### config.mk
export PLATFORM = sky130hd
export DESIGN_NAME = collision_score
export DESIGN_NICKNAME = d
export VERILOG_FILES = /design/src/rtl/game_pkg.sv /design/src/rtl/bcd_sat_add3.sv /design/src/rtl/collision_score.sv
export SDC_FILE = /design/constraint.sdc
export NUM_CORES = 1
export LEC_CHECK = 0
export CAP_MARGIN = 20
export CORE_MARGIN = 3
export CORE_UTILIZATION = 35
export CTS_CLUSTER_DIAMETER = 150
export DETAILED_ROUTE_END_ITERATION = 10
export HOLD_SLACK_MARGIN = 0.02
export SLEW_MARGIN = 0
export SYNTH_ARGS = -nofsm -noshare
export SYNTH_HDL_FRONTEND = slang
export SYNTH_SLANG_ARGS = --single-unit
### constraint.sdc
create_clock -name clk -period 8.7 [get_ports clk]
set_clock_uncertainty 0.1 [all_clocks]
set_input_delay 0.87 -clock clk [delete_from_list [all_inputs] [get_ports clk]]
set_output_delay 0.87 -clock clk [all_outputs]
set_load 0.1 [all_outputs]
### src/rtl/game_pkg.sv
// Shared game-state definitions: FSM encoding, default playfield geometry and
// the per-square collision evaluation used by the scoring stage.
package game_pkg;

  localparam int DEF_SQ_SIZE      = 40;
  localparam int DEF_PAD_W        = 80;
  localparam int DEF_PAD_Y        = 540;
  localparam int DEF_PAD_H        = 20;
  localparam int DEF_LIVES_INIT   = 3;
  localparam int DEF_FLASH_FRAMES = 30;

  typedef enum logic [1:0] {
    ST_PLAY  = 2'd0,
    ST_FLASH = 2'd1,
    ST_OVER  = 2'd2
  } state_e;

  typedef struct packed {
    logic catch_hit;
    logic miss;
    logic rearm;
  } sq_eval_t;

  // Geometry is widened to 11 bits so that x+width cannot wrap past 1023.
  function automatic sq_eval_t eval_square(
    input logic [9:0]  x,
    input logic [9:0]  y,
    input logic [9:0]  px,
    input logic        armed,
    input logic [10:0] sq_size,
    input logic [10:0] pad_w,
    input logic [10:0] pad_y,
    input logic [10:0] pad_h
  );
    logic [10:0] x11;
    logic [10:0] y11;
    logic [10:0] p11;
    logic        vert;
    logic        horiz;
    sq_eval_t    r;
    x11         = {1'b0, x};
    y11         = {1'b0, y};
    p11         = {1'b0, px};
    vert        = (y11 + sq_size > pad_y) && (y11 < pad_y + pad_h);
    horiz       = (x11 + sq_size > p11) && (x11 < p11 + pad_w);
    r.catch_hit = armed && vert && horiz;
    r.miss      = armed && (y11 >= pad_y + pad_h);
    r.rearm     = !armed && (y11 + sq_size <= pad_y);
    return r;
  endfunction

endpackage

### src/rtl/bcd_sat_add3.sv
// Three-digit BCD accumulator: adds 0..2 per cycle, saturates at 999,
// synchronous clear takes priority over the increment.
module bcd_sat_add3 (
  input  logic        clk,
  input  logic        rst,
  input  logic        clr,
  input  logic [1:0]  inc,
  output logic [11:0] sum
);

  logic [11:0] sum_q;
  logic [11:0] sum_d;
  logic [4:0]  dsum;
  logic [1:0]  carry;

  // NOTE: every variable written here gets a default first so no path leaves
  // it unassigned, which would otherwise infer a latch.
  always_comb begin
    sum_d = sum_q;
    carry = inc;
    dsum  = '0;
    for (int d = 0; d < 3; d++) begin
      dsum = {1'b0, sum_q[4*d +: 4]} + {3'b000, carry};
      if (dsum > 5'd9) begin
        sum_d[4*d +: 4] = 4'(dsum - 5'd10);
        carry           = 2'd1;
      end else begin
        sum_d[4*d +: 4] = dsum[3:0];
        carry           = 2'd0;
      end
    end
    // A carry out of the hundreds digit means the true sum passed 999.
    if (carry != 2'd0) sum_d = 12'h999;
    if (clr)           sum_d = 12'h000;
  end

  // NOTE: sequential state uses non-blocking assignments so every flop samples
  // the pre-edge values regardless of block ordering.
  always_ff @(posedge clk) begin
    if (rst) sum_q <= 12'h000;
    else     sum_q <= sum_d;
  end

  assign sum = sum_q;

endmodule

### src/rtl/collision_score.sv
// Per-frame paddle/square collision check feeding a BCD score, a life counter
// and the PLAY / FLASH / OVER game state consumed by the renderer.
module collision_score
  import game_pkg::*;
#(
  parameter int SQ_SIZE      = DEF_SQ_SIZE,
  parameter int PAD_W        = DEF_PAD_W,
  parameter int PAD_Y        = DEF_PAD_Y,
  parameter int PAD_H        = DEF_PAD_H,
  parameter int LIVES_INIT   = DEF_LIVES_INIT,
  parameter int FLASH_FRAMES = DEF_FLASH_FRAMES
) (
  input  logic        clk,
  input  logic        rst,
  input  logic        frame_tick,
  input  logic        restart,
  input  logic [9:0]  px1,
  input  logic [9:0]  px2,
  input  logic [9:0]  sq1_x,
  input  logic [9:0]  sq1_y,
  input  logic [9:0]  sq2_x,
  input  logic [9:0]  sq2_y,
  output logic [11:0] score_bcd,
  output logic [1:0]  lives,
  output logic        catch1,
  output logic        catch2,
  output logic        miss_pulse,
  output logic        flash,
  output logic        game_over
);

  localparam logic [10:0] SQ_W  = 11'(SQ_SIZE);
  localparam logic [10:0] PW_W  = 11'(PAD_W);
  localparam logic [10:0] PY_W  = 11'(PAD_Y);
  localparam logic [10:0] PH_W  = 11'(PAD_H);
  localparam int          CNT_W = $clog2(FLASH_FRAMES + 1);
  localparam logic [CNT_W-1:0] FLASH_LOAD = CNT_W'(FLASH_FRAMES - 1);
  localparam logic [1:0]  LIVES_RST  = 2'(LIVES_INIT);

  state_e           state_q, state_d;
  logic [1:0]       armed_q, armed_d;
  logic [CNT_W-1:0] cnt_q, cnt_d;
  logic [1:0]       lives_q, lives_d;
  logic [1:0]       catch_q, catch_d;
  logic             miss_q, miss_d;
  logic             flash_q, flash_d;
  logic             game_over_q, game_over_d;

  sq_eval_t         sq_ev [2];
  logic [1:0]       charged;
  logic [1:0]       score_inc;
  logic             score_clr;

  always_comb begin
    sq_ev[0] = eval_square(sq1_x, sq1_y, px1, armed_q[0], SQ_W, PW_W, PY_W, PH_W);
    sq_ev[1] = eval_square(sq2_x, sq2_y, px2, armed_q[1], SQ_W, PW_W, PY_W, PH_W);

    state_d   = state_q;
    armed_d   = armed_q;
    cnt_d     = cnt_q;
    lives_d   = lives_q;
    catch_d   = 2'b00;
    miss_d    = 1'b0;
    charged   = 2'd0;
    score_inc = 2'd0;
    score_clr = 1'b0;

    if (state_q == ST_OVER) begin
      // Restart pre-empts any coinciding frame evaluation.
      if (restart) begin
        state_d   = ST_PLAY;
        lives_d   = LIVES_RST;
        armed_d   = 2'b11;
        score_clr = 1'b1;
      end
    end else if (frame_tick) begin
      for (int i = 0; i < 2; i++) begin
        catch_d[i] = sq_ev[i].catch_hit;
        if (sq_ev[i].catch_hit || sq_ev[i].miss) armed_d[i] = 1'b0;
        else if (sq_ev[i].rearm)                 armed_d[i] = 1'b1;
      end
      score_inc = {1'b0, catch_d[0]} + {1'b0, catch_d[1]};

      if (state_q == ST_FLASH) begin
        if (cnt_q == '0) state_d = ST_PLAY;
        else             cnt_d   = cnt_q - 1'b1;
      end else begin
        charged = {1'b0, sq_ev[0].miss} + {1'b0, sq_ev[1].miss};
        if (charged != 2'd0) begin
          miss_d  = 1'b1;
          lives_d = (lives_q > charged) ? lives_q - charged : 2'd0;
          if (lives_d == 2'd0) begin
            state_d = ST_OVER;
          end else begin
            state_d = ST_FLASH;
            cnt_d   = FLASH_LOAD;
          end
        end
      end
    end

    flash_d     = (state_d == ST_FLASH);
    game_over_d = (state_d == ST_OVER);
  end

  always_ff @(posedge clk) begin
    if (rst) begin
      state_q     <= ST_PLAY;
      armed_q     <= 2'b11;
      cnt_q       <= '0;
      lives_q     <= LIVES_RST;
      catch_q     <= 2'b00;
      miss_q      <= 1'b0;
      flash_q     <= 1'b0;
      game_over_q <= 1'b0;
    end else begin
      state_q     <= state_d;
      armed_q     <= armed_d;
      cnt_q       <= cnt_d;
      lives_q     <= lives_d;
      catch_q     <= catch_d;
      miss_q      <= miss_d;
      flash_q     <= flash_d;
      game_over_q <= game_over_d;
    end
  end

  bcd_sat_add3 u_score (
    .clk (clk),
    .rst (rst),
    .clr (score_clr),
    .inc (score_inc),
    .sum (score_bcd)
  );

  assign lives      = lives_q;
  assign catch1     = catch_q[0];
  assign catch2     = catch_q[1];
  assign miss_pulse = miss_q;
  assign flash      = flash_q;
  assign game_over  = game_over_q;

endmodule

==> out/results.txt <==
Setup Buffers After CTS = 0
Sequential element share of the synthesized area = 17.78%
Remaining DRCs = 0
Register share of total power = 33.0%
Nets = 605
Fin crit period = 8.053 ns
TritonCTS Buffers = 3
P_sw = 0.1904 mW
Worst r2r src = armed_q[0]
Gate power share = 51.9%
Root Driver = clkbuf_8
Fin util = 49.16%
Detailed Route WL = 7992 um
Post-CTS sizing = 0
Synth cell types = 58
Slowest cell on the critical path = or4_4
Port Buffers = 82
Synthesis-to-layout area growth = 31.98%
Min-delay src = cnt_q[4]
Post-CTS Hold Fix Bufs = 0
Worst Hold End = cnt_q[4]
Worst-path clk slew = 0.09 ns
Slew margin rel. = 34.69%
Yosys warning count = 0
Largest net degree at the start of global routing = 17
First-pass GRT wire length = 13690 um
Global router's overall resource usage = 15.88%
Leakage = 1.802 nW
Slew Viols, Final = 0
Number of synthesized flops with an enable pin = 0
Max IR drop VDD = 0.06499 mV
Setup violations, final = 0
Status = finished, final reports clean
Final Non-Filler Cells = 582
Type of origin of the critical path = input pin
Tot Pwr = 0.4686 mW
Layout cells sized above 1 = 3.354%
Detail Route Antenna Nets = 0
Remaining global-route overflow = 0
CTS Sinks = 28
Max cap viols = 0
Synthesized cell area = 3153 um^2
Worst setup EP type = register
Most frequent CP cell = ha_1
Synth Flop Type = dfxtp_1
Reg2Reg Setup Slack = 2.49 ns
RSZ-0062 raised after global routing = no
Syn avg cell area = 8.003 um^2
Cells after DPL = 579
Crit share post-route = 92.57%
Routability Congestion = 0.8596
Worst r2r dst = u_score.sum[6]
CTS tree = built
Longest Clk Path Bufs = 2
Die width = 100.9 um
CP max stage delay = 0.54 ns
Vias in the first global route = 3079
Total core area = 8464 um^2
Ports = 83
H-tree Lvls = 1
Starting Density = 37.25%
Setup TNS = 0 ns
Pint = 0.2782 mW
Switch share = 40.63%
Asr flop ratio synth = 0%
Die height = 100.9 um
CP Data Arrival Time = 8.13 ns
Num rows = 33
Fill cells = 814
DR vias/cell = 5.184
HPWL after DPL = 6726 um
WP buf/inv = 3
Routed wire per std cell = 13.73 um
Hold Violations, Final = 0
Worst-Margin Slew = 0.9766 ns
Pwr dens = 112.6 nW/um^2
TritonRoute pass-1 iters = 4
Worst Hold Path Cells = 2
Detailed router's first-iteration violation count = 76
HP Class = register to register
Via count = 3017
Die area = 10180 um^2
Required time of the critical path = 8.77 ns
Mapped Nets = 520
Worst r2r path cells = 31
Kind of critical path = input pin to register
Critical Path Fanout Max = 6
CP delay by family, top = adder cells
Inserted Diodes = 0
Post-Syn Instances = 394
Yosys reg bits = 28
Initial antenna violation count = 0
Worst skew pair latency = 0.27 ns
Clock share of power = 15.1%
Maximum clock frequency = 124.2 MHz
## worst max-delay path by stage
stage	slack, ns	start	to	depth (start not counted)
floorplan	1.12	px1[4]	u_score.sum[1]	36
global placement	0.42	sq2_x[3]	u_score.sum[1]	37
detailed placement	0.12	sq2_x[3]	u_score.sum[6]	37
CTS	0.42	sq1_x[3]	u_score.sum[6]	37
global route	0.006	px1[4]	u_score.sum[10]	37
finish	0.65	sq1_x[3]	u_score.sum[6]	37
## flip-flops by register name, indices dropped and copies added (netlist names)
signal / flops
armed_q: 2
game_over: 1
u_score.sum: 12
state_q: 2
catch_q: 2
cnt_q: 5
lives: 2
flash: 1
miss_pulse: 1
## cells by family (layout without fill, tap and decap cells)
family / after synthesis / count (layout) / share of synthesized area (%)
AND/OR/NAND/NOR: 117 / 117 / 19.33
buffers and inverters: 51 / 134 / 6.111
AO/OA/AOI/OAI: 105 / 105 / 22.90
adder cells (fa/ha/maj): 62 / 62 / 25.08
multiplexers: 3 / 3 / 1.032
XOR/XNOR: 28 / 28 / 7.778
flip-flops: 28 / 28 / 17.78
## stage by stage
stage | hold WS [ns] | worst slack, ns | area [um^2]
CTS | 0.3926 | 0.4157 | 4143
global route | 0.4096 | 0.005535 | 4161
detailed placement | 0.3800 | 0.1186 | 4101
global placement | 0.3697 | 0.4184 | 4101
finish | 0.3866 | 0.6466 | 4161
floorplan | 0.3546 | 1.118 | 3153
## worst reg2reg max path: cells and delay by family, from the launching register on
family / cells / cell delay (ns)
compound gates: 8 / 1.20
simple gates: 9 / 1.61
buf+inv: 2 / 0.12
flops: 1 / 0.37
xor+xnor: 2 / 0.36
mux: 1 / 0.26
fa+ha+maj: 9 / 2.09
## cell type report
class                      instances  area, um^2  share of cell area [%]
clock buffer                       3       41.29                  0.9922
tap                              105       131.4                   3.157
inverter                          48       181.4                   4.360
multi-input combinational        315        2419                   58.12
timing repair buffer              83       828.3                   19.90
sequential                        28       560.5                   13.47
## cell usage in the layout, fill, tap and decap left out, types with 5 or more instances in the layout
| master | count |
|---|---|
| xor2_1 | 8 |
| nor2_1 | 32 |
| o21a_1 | 5 |
| dfxtp_1 | 28 |
| a21o_1 | 7 |
| nand4_1 | 5 |
| clkdlybuf4s50_1 | 82 |
| nor2b_1 | 6 |
| ha_1 | 60 |
| inv_1 | 47 |
| xnor2_1 | 19 |
| nand3b_1 | 6 |
| a21oi_1 | 34 |
| nor3_1 | 9 |
| nand3_1 | 9 |
| o21ai_0 | 14 |
| nand2b_1 | 8 |
| nand2_1 | 20 |
## synthesized netlist by cell type, drive strengths merged (3+ instances only)
master | n | area, um^2
nand4 | 5 | 31.28
nand3 | 9 | 45.04
nor4 | 3 | 18.77
xnor2 | 19 | 166.4
a2111oi | 5 | 45.04
o21bai | 3 | 22.52
a21boi | 4 | 30.03
o21a | 5 | 37.54
nor3 | 9 | 45.04
and3 | 4 | 25.02
a211oi | 4 | 30.03
nand3b | 6 | 45.04
nor2 | 32 | 120.1
dfxtp | 28 | 560.5
a21oi | 34 | 170.2
o211ai | 4 | 30.03
inv | 47 | 176.4
o21ai | 17 | 85.08
nand2 | 21 | 81.33
or4 | 3 | 26.27
xor2 | 9 | 78.83
nand2b | 9 | 56.30
clkbuf | 3 | 11.26
nor2b | 7 | 43.79
a21o | 7 | 52.55
ha | 60 | 750.7
## per-layer routing
layer,up-vias,share of wire (%),global-route usage [%]
met5,-,0,0
li1,1578,-,-
met2,54,49,29.01
met4,0,0.71,1.636
met1,1381,46,20.20
met3,4,4.6,2.561
## power by group through the flow
stage / Clock [mW] / Combinational [mW] / Sequential, mW
3_5_place_dp: 0 / 0.243 / 0.158
2_1_floorplan: 0 / 0.133 / 0.189
3_3_place_gp: 0 / 0.240 / 0.158
5_1_grt: 0.0785 / 0.274 / 0.157
6_report: 0.0705 / 0.243 / 0.155
4_1_cts: 0.0738 / 0.245 / 0.155
Power figures use the tool's default switching activity.
